$ cat src/rtl/alu_arbiter.sv
// alu_arbiter
//   Two-requester front end for a shared combinational ALU. A requester's
//   operation is granted in IDLE, driven to the ALU from registers for one
//   EXEC cycle, and the captured result is presented to the granted
//   requester in RESP until that requester accepts it.
//
// Parameters
//   FIXED_PRIO : 0 = round-robin between requesters, 1 = requester 0 always
//                wins when both request.
//
// Ports
//   clk, rst                      clock, synchronous active-high reset
//   reqN_valid / reqN_ready       request handshake (ready is combinational,
//                                 high only in the granting IDLE cycle)
//   reqN_codop/operando1/2        operation fields of requester N
//   respN_valid / respN_ready     result handshake towards requester N
//   resp_resultado, resp_neg,
//   resp_zero, resp_overflow,
//   resp_err                      shared result bus, valid with respN_valid
//   alu_codop, alu_operando1/2    registered drive to the external ALU
//   alu_resultado, alu_neg,
//   alu_zero, alu_overflow        external ALU outputs
//   busy                          high whenever the FSM is not in IDLE
module alu_arbiter #(
  parameter int unsigned FIXED_PRIO = 0
) (
  input  logic        clk,
  input  logic        rst,

  input  logic        req0_valid,
  output logic        req0_ready,
  input  logic [3:0]  req0_codop,
  input  logic [15:0] req0_operando1,
  input  logic [15:0] req0_operando2,

  input  logic        req1_valid,
  output logic        req1_ready,
  input  logic [3:0]  req1_codop,
  input  logic [15:0] req1_operando1,
  input  logic [15:0] req1_operando2,

  output logic        resp0_valid,
  input  logic        resp0_ready,
  output logic        resp1_valid,
  input  logic        resp1_ready,

  output logic [15:0] resp_resultado,
  output logic        resp_neg,
  output logic        resp_zero,
  output logic        resp_overflow,
  output logic        resp_err,

  output logic [3:0]  alu_codop,
  output logic [15:0] alu_operando1,
  output logic [15:0] alu_operando2,

  input  logic [15:0] alu_resultado,
  input  logic        alu_neg,
  input  logic        alu_zero,
  input  logic        alu_overflow,

  output logic        busy
);

  typedef enum logic [1:0] {
    IDLE = 2'd0,
    EXEC = 2'd1,
    RESP = 2'd2
  } state_t;

  // Lowest illegal codop; codops 13..15 report resp_err.
  localparam logic [3:0] FIRST_ILLEGAL = 4'd13;

  state_t state;
  logic   gid;        // requester owning the operation in flight
  logic   ptr;        // round-robin priority pointer
  logic   any_req;
  logic   grant_sel;  // requester that would be granted this cycle
  logic   accept;
  logic   resp_hs;

  // Grant selection: with both requesting, fixed priority or the pointer
  // decides; with a single requester, that one wins regardless of pointer.
  always_comb begin
    any_req   = req0_valid | req1_valid;
    grant_sel = 1'b0;
    if (req0_valid && req1_valid) begin
      grant_sel = (FIXED_PRIO != 0) ? 1'b0 : ptr;
    end else if (req1_valid) begin
      grant_sel = 1'b1;
    end
    // Reset dominates, so no grant is advertised in a reset cycle.
    accept     = (state == IDLE) && any_req && !rst;
    req0_ready = accept && !grant_sel;
    req1_ready = accept &&  grant_sel;
    resp_hs    = (state == RESP) && (gid ? resp1_ready : resp0_ready);
  end

  always_ff @(posedge clk) begin
    if (rst) begin
      state          <= IDLE;
      gid            <= 1'b0;
      ptr            <= 1'b0;
      alu_codop      <= '0;
      alu_operando1  <= '0;
      alu_operando2  <= '0;
      resp_resultado <= '0;
      resp_neg       <= 1'b0;
      resp_zero      <= 1'b0;
      resp_overflow  <= 1'b0;
      resp_err       <= 1'b0;
      resp0_valid    <= 1'b0;
      resp1_valid    <= 1'b0;
      busy           <= 1'b0;
    end else begin
      case (state)
        IDLE: begin
          if (accept) begin
            gid <= grant_sel;
            if (grant_sel) begin
              alu_codop     <= req1_codop;
              alu_operando1 <= req1_operando1;
              alu_operando2 <= req1_operando2;
            end else begin
              alu_codop     <= req0_codop;
              alu_operando1 <= req0_operando1;
              alu_operando2 <= req0_operando2;
            end
            busy  <= 1'b1;
            state <= EXEC;
          end
        end

        EXEC: begin
          if (alu_codop >= FIRST_ILLEGAL) begin
            // ALU output is meaningless for these codops: report an error
            // with a clean result instead.
            resp_resultado <= '0;
            resp_neg       <= 1'b0;
            resp_zero      <= 1'b0;
            resp_overflow  <= 1'b0;
            resp_err       <= 1'b1;
          end else begin
            resp_resultado <= alu_resultado;
            resp_neg       <= alu_neg;
            resp_zero      <= alu_zero;
            resp_overflow  <= alu_overflow;
            resp_err       <= 1'b0;
          end
          resp0_valid <= ~gid;
          resp1_valid <=  gid;
          state       <= RESP;
        end

        RESP: begin
          if (resp_hs) begin
            resp0_valid <= 1'b0;
            resp1_valid <= 1'b0;
            // Hand priority to the requester that was not just served.
            ptr         <= ~gid;
            busy        <= 1'b0;
            state       <= IDLE;
          end
        end

        default: begin
          state <= IDLE;
        end
      endcase
    end
  end

endmodule

$ cat config.mk
export PLATFORM = sky130hd
export DESIGN_NAME = alu_arbiter
export DESIGN_NICKNAME = d
export VERILOG_FILES = /design/src/rtl/alu_arbiter.sv
export SDC_FILE = /design/constraint.sdc
export NUM_CORES = 1
export LEC_CHECK = 0
export CELL_PAD_IN_SITES_DETAIL_PLACEMENT = 1
export CELL_PAD_IN_SITES_GLOBAL_PLACEMENT = 1
export CORE_MARGIN = 2
export CORE_UTILIZATION = 29
export CTS_BUF_LIST = sky130_fd_sc_hd__clkbuf_8
export DETAILED_ROUTE_END_ITERATION = 10
export PLACE_DENSITY = 0.79
export SYNTH_ARGS = -nofsm -noshare
export SYNTH_HDL_FRONTEND = slang
export SYNTH_SLANG_ARGS = --single-unit
$ cat constraint.sdc
create_clock -name clk -period 1.65 [get_ports clk]
set_input_delay 0.165 -clock clk [delete_from_list [all_inputs] [get_ports clk]]
set_output_delay 0.165 -clock clk [all_outputs]
set_load 0.05 [all_outputs]
==> metrics.md <==
| Metric | Value |
|---|---|
| Status | `complete, no violations` |
| Hold Slack | `~330 ps` |
| Initial antenna violation count | `0` |
| Die width | `approximately 110 um` |
| Clk_skew | `11.9 ps` |
| Worst Hold Class | `input pin to flop` |
| CP Max Fanout | `8` |
| R2R setup slack | `310 ps` |
| Die height | `107 um` |
| Worst-Skew Late Latency | `~330 ps` |
| Routed WL per cell | `~17 um` |
| DR iter-0 viols | `145` |
| Antenna cells | `0` |
| Vias in the first global route | `between 3,000 and 4,000` |
| DR vias | `roughly 3,400` |
| Post-DR vias/cell | `about 5.3` |
| Area leader, netlist | `dfxtp_1` |
| Ys Warns | `0` |
| DIE AREA | `11,500 um2` |
| Antenna-violating nets left | `0` |
| Final GP Congestion | `0.769` |
| Largest net degree at the start of global routing | `61` |
| Pre-CTS WS | `-29.2 ps` |
| Most frequent cells in the layout | `clkdlybuf4s50_1 (95), dfxtp_1 (63), buf_4 (59)` |
| Std cell rows | `37` |
| Minimum period implied by the final worst setup slack | `~1600 ps` |
| Final #Nets | `just under 600` |
| Met3 GRT Util | `0.0333` |
| Fmax | `approximately 630 MHz` |
| Gr busiest metal | `met2` |
| Clock share of power | `0.312` |
| Headroom to the max-slew limit | `0.655` |
| P per Cell Area | `around 980 nW/um2` |
| Seq pwr share | `0.353` |
| Initial Util | `0.299` |
| Synthesized instance count | `347` |
| Leakage | `around 2.0 nW` |
| Clock tree buffer depth | `2` |
| Final setup viols | `0` |
| Worst setup margin | `approximately 62 ps` |
| Final Hold Fails | `0` |
| Total global routing track utilization | `0.186` |
| Syn nets | `444` |
| CTS tree | `yes` |
| Startpoint types | `flop` |
| Commonest non-fill, non-tap cell in the layout | `clkdlybuf4s50_1` |
| Clock root cell | `clkbuf_8` |
| Post-synthesis average cell area | `just under 9 um2` |
| Flop and latch count out of synthesis | `63` |
| Top cells by area in the synthesized netlist | `dfxtp_1 (41%), a311oi_2 (9.7%), nand3b_1 (9.0%)` |
| Ports | `roughly 160` |
| Clock Sinks | `63` |
| First-pass GRT wire length | `17,200 um` |
| Max_cap viols | `0` |
| Switch share | `0.335` |
| Max H-tree Level | `3` |
| Critical Path AT | `between 1000 and 1500 ps` |
| Global route overflow | `0` |
| Library cells used by synthesis | `32` |
| IO buf count | `157` |
| Share of cells above drive strength 1 | `0.220` |
| Combinational Power Share | `0.335` |
| Hold_buf cts | `0` |
| Clock transition at path regs | `around 70 ps` |
| Share of the synthesized area in the top cell type | `0.408` |
| Core area | `~10,000 um2` |
| Pins over their slew limit | `0` |
| Fillers | `~1,200` |
| Wirelength, routed | `11,000 um` |
| Pre-antenna DRT Iters | `4` |
| TNS Setup | `0 ps` |
| Fin crit share | `0.962` |
| Internal power | `3.31 mW` |
| Remaining DRCs | `0` |
| Mapped Area | `just over 3000 um2` |
| Critical Path End Type | `primary output` |
| Switch Pwr | `approximately 1.7 mW` |
| Met1 Use GR | `0.218` |
| Area Overhead vs Synth | `63.7%` |
| Inserted Clock Buffers | `9` |
| Setup CP Type | `flop to primary output` |
| Worst EP required | `1480 ps` |
| RSZ-0062 raised after global routing | `false` |
| Met2 Usage GRT | `0.338` |
| Seq/Total Area, Yosys | `0.408` |
| VDD IR max | `about 0.38 mV` |
| Pwr Total | `~5 mW` |
| HPWL after detailed placement | `about 8000 um` |
| Worst slew pin tran | `516 ps` |
## state kept, by name (all words and copies together), names as in the netlist, 2 cells and up
name	flops
alu_operando1	16
alu_operando2	16
resp_resultado	16
alu_codop	4
state	2
## power by group through the flow
| stage | clock (mW) | sequential [mW] | combinational [mW] |
|---|---|---|---|
| floorplan | 0 | 2.21 | 0.583 |
| global placement | 0 | 1.79 | 1.65 |
| detailed placement | 0 | 1.79 | 1.68 |
| finish | 1.55 | 1.76 | 1.67 |
| CTS | 1.59 | 1.76 | 1.67 |
| global route | 1.66 | 1.77 | 1.77 |
## Yosys cell counts, drive strengths merged
| cell | n |
|---|---|
| dfxtp | 63 |
| o21ai | 42 |
| nand3b | 37 |
| a311oi | 36 |
| a31oi | 36 |
| a21oi | 25 |
| clkbuf | 25 |
| nand2 | 20 |
| buf | 19 |
| nand3 | 19 |
| inv | 6 |
| nand2b | 3 |
| and2 | 2 |
| nor2b | 2 |
| a21bo | 1 |
| a221oi | 1 |
| and3 | 1 |
| and3b | 1 |
| mux2 | 1 |
| mux2i | 1 |
| nor2 | 1 |
| nor3 | 1 |
| o211ai | 1 |
| o21bai | 1 |
| o221a | 1 |
| or2 | 1 |
## repair_timing
action / in CTS / in global routing
cloned: 0 / 0
pin swaps: 0 / 1
buffers inserted: 0 / 0
setup endpoints to repair: 10 / 14
gates resized for setup: 10 / 14
hold endpoints to repair: 0 / 0
## cells by family (layout without fill, tap and decap cells)
kind of cell    count (synthesis)  count (layout)  share of synthesized area
compound gates                144             144                      0.338
buf+inv                        50             203                     0.0765
flops                          63              63                      0.408
mux                             2               2                    0.00688
simple gates                   88              88                      0.170
## layout make-up
cell class,instances,area (um2),share of cell area
clock buffers,12,165,0.0326
inverters,6,22.5,0.00445
multi-input cells,234,1630,0.322
flip-flops and latches,63,1260,0.249
repair buffers,182,1750,0.345
well taps,136,170,0.0336
clock inverters,3,65.1,0.0129
## worst max-delay path, cell delays in order, from the launching register on
cell and delay, ps:
dfxtp_1 400, nor2_4 150, and3_4 240, and2_4 170, buf_12 130
## metrics by stage
stage               cells  cell area (um2)  utilization
finish                636             5060        0.490
floorplan             347             3100            -
global route          636             5060        0.490
CTS                   636             5020        0.486
global placement      621             4800        0.465
detailed placement    621             4800        0.465
## layer usage
| metal | vias up | wire [um] |
|---|---|---|
| li1 | 1619 | - |
| met1 | 1607 | 4670 |
| met2 | 123 | 5550 |
| met3 | 19 | 598 |
| met4 | 0 | 200 |
| met5 | - | 0 |
## worst paths after layout
kind	from	end	cells past startpoint
min	rst	busy	3
max	state[1]	req0_ready	4
max reg2reg	state[1]	alu_operando2[10]	4
min reg2reg	resp_zero	resp_zero	2
No activity file was read; power rests on OpenSTA's default activity.
==> edit (config.mk and constraints unchanged) <==
Reset style: asynchronous (`rst`), changed in one clocked block. Comments in the files are not updated.
--- a/src/rtl/alu_arbiter.sv
+++ b/src/rtl/alu_arbiter.sv
@@ -97,5 +97,5 @@
   end
 
-  always_ff @(posedge clk) begin
+  always_ff @(posedge clk or posedge rst) begin
     if (rst) begin
       state          <= IDLE;
Function: differs if rst is asserted again (counterexample within 4 cycles, from zero or initial values and one cycle with rst high); with rst held inactive, the same outputs for 10 cycles.
==> edit against the original RTL <==
The run now ends with setup timing left. Critical path depth is 1 lower. Setup slack got worse by 0.14 ns. Sequential cell count is the same. Non-clock buffer count decreased by 4. Cell area fell by 3.7%. Synthesized area shrank 5.9%. Routed wire length down 11%. Largest cell class unchanged.
Power is not compared: it rests on default switching activity, and its combinational part moved more than twofold at a synthesized area within 25%.
==> edit: results (changes against the original RTL) <==
Layout
  – Nets: 507 (-15%)
  – Register area: 1580 µm² (+25%)
  – Number of fill cells: 1093 (-7.2%)
  – Area grow syn2layout: 67.6%
  – Invs w/o clock: 7 (+1)
  – Signal buffers: 178 (-2.2%)
  – Signal buffers share of area: 35.3% (+0.77 points)
  – Number of multi-input combinational cells: 151 (-35%)

Route
  – Initial drt markers: 100 (-31%)
  – Wire length per cell: 17.9 µm (+3.4%)

Global routing
  – Vias in the first global route: 3000 (-15%)
  – Maximum number of pins on one net before global-route repair: 39 (-36%)

Logic synthesis
  – Post-synthesis mux area share: 1.08% (+0.39 points)
  – Top cells by instance count after synthesis: 63 x dfrtp_1, 37 x nand2_1, 36 x a221o_1
  – Async set or reset register ratio after synthesis: 100% (+100 points)
  – Post-synthesis cell type count: 24 (-25%)

Timing
  – Setup Total Neg Slack: -0.121 ns (-0.121 ns)
  – Setup Viol. Count Final: 2 (+2)
  – Final worst-path setup slack: -0.0759 ns (-0.138 ns)

Worst setup path
  – Slowest stage cell on the critical path: or3_4
  – Critical path arrival: 1.56 ns (+0.14 ns)
  – Peak per-stage delay on the critical path: 0.42 ns (+0.02 ns)

Place
  – Post-placement cell count: 529 (-15%)
  – Placer congestion estimate: 0.717 (-6.8%)

Run status
  – Violated checks: setup timing
  – Status: finished with violations

Worst hold path
  – Hold/Removal Path Class: input pin to async pin
[edit: cell count changes after synthesis, moves of 16 or more]
| cell | delta |
|---|---|
| nand2_1 | +17 |
| nand3b_1 | -37 |
| dfrtp_1 | +63 |
| a31oi_1 | -34 |
| a22o_1 | +19 |
| o21ai_0 | -28 |
| dfxtp_1 | -63 |
| nand3_1 | -19 |
| a21oi_1 | -23 |
| a311oi_1 | -16 |
| clkbuf_1 | -17 |
| a311oi_2 | -20 |
| a221o_1 | +36 |
| nor3_2 | +30 |
[edit: worst min-delay path: cells and delay by family]
family / cells / cell delay [ns]
buffers and inverters: 3 / 0.87
[edit: power by group through the flow]
stage / combinational [W] / sequential [W] / clock, W
after global routing: 0.00596 / 0.00283 / 0.00132
after detailed placement: 0.00575 / 0.00278 / 0
after floorplan: 0.00144 / 0.00502 / 0
final: 0.00568 / 0.00274 / 0.00121
after CTS: 0.00573 / 0.00275 / 0.00125
after global placement: 0.00562 / 0.00274 / 0
[edit: timing repair]
action | CTS | global route
cloned | 0 | 0
pin swaps | 2 | 2
endpoints found under the setup margin | 14 | 11
gates resized for setup | 17 | 5
buffers inserted | 3 | 0
[edit: path summary, 6_finish.rpt]
check / to / slack, ns
max: req1_ready / -0.08
min: resp_resultado[0] / 0.32
max in group asynchronous: alu_operando2[0] / 1.01
max reg2reg: alu_operando1[5] / 0.09
min in group clk: resp_resultado[1] / 0.42
min reg2reg: resp_resultado[6] / 0.50
[edit: per-layer routing]
metal  vias up  global-route usage, %  routed length [µm]
li1       1246                      -                   -
met1      1345                   22.0                3960
met2       109                   32.8                4970
met3         8                   7.14                 789
met4         0                   4.34                  96
met5         -                      0                   0
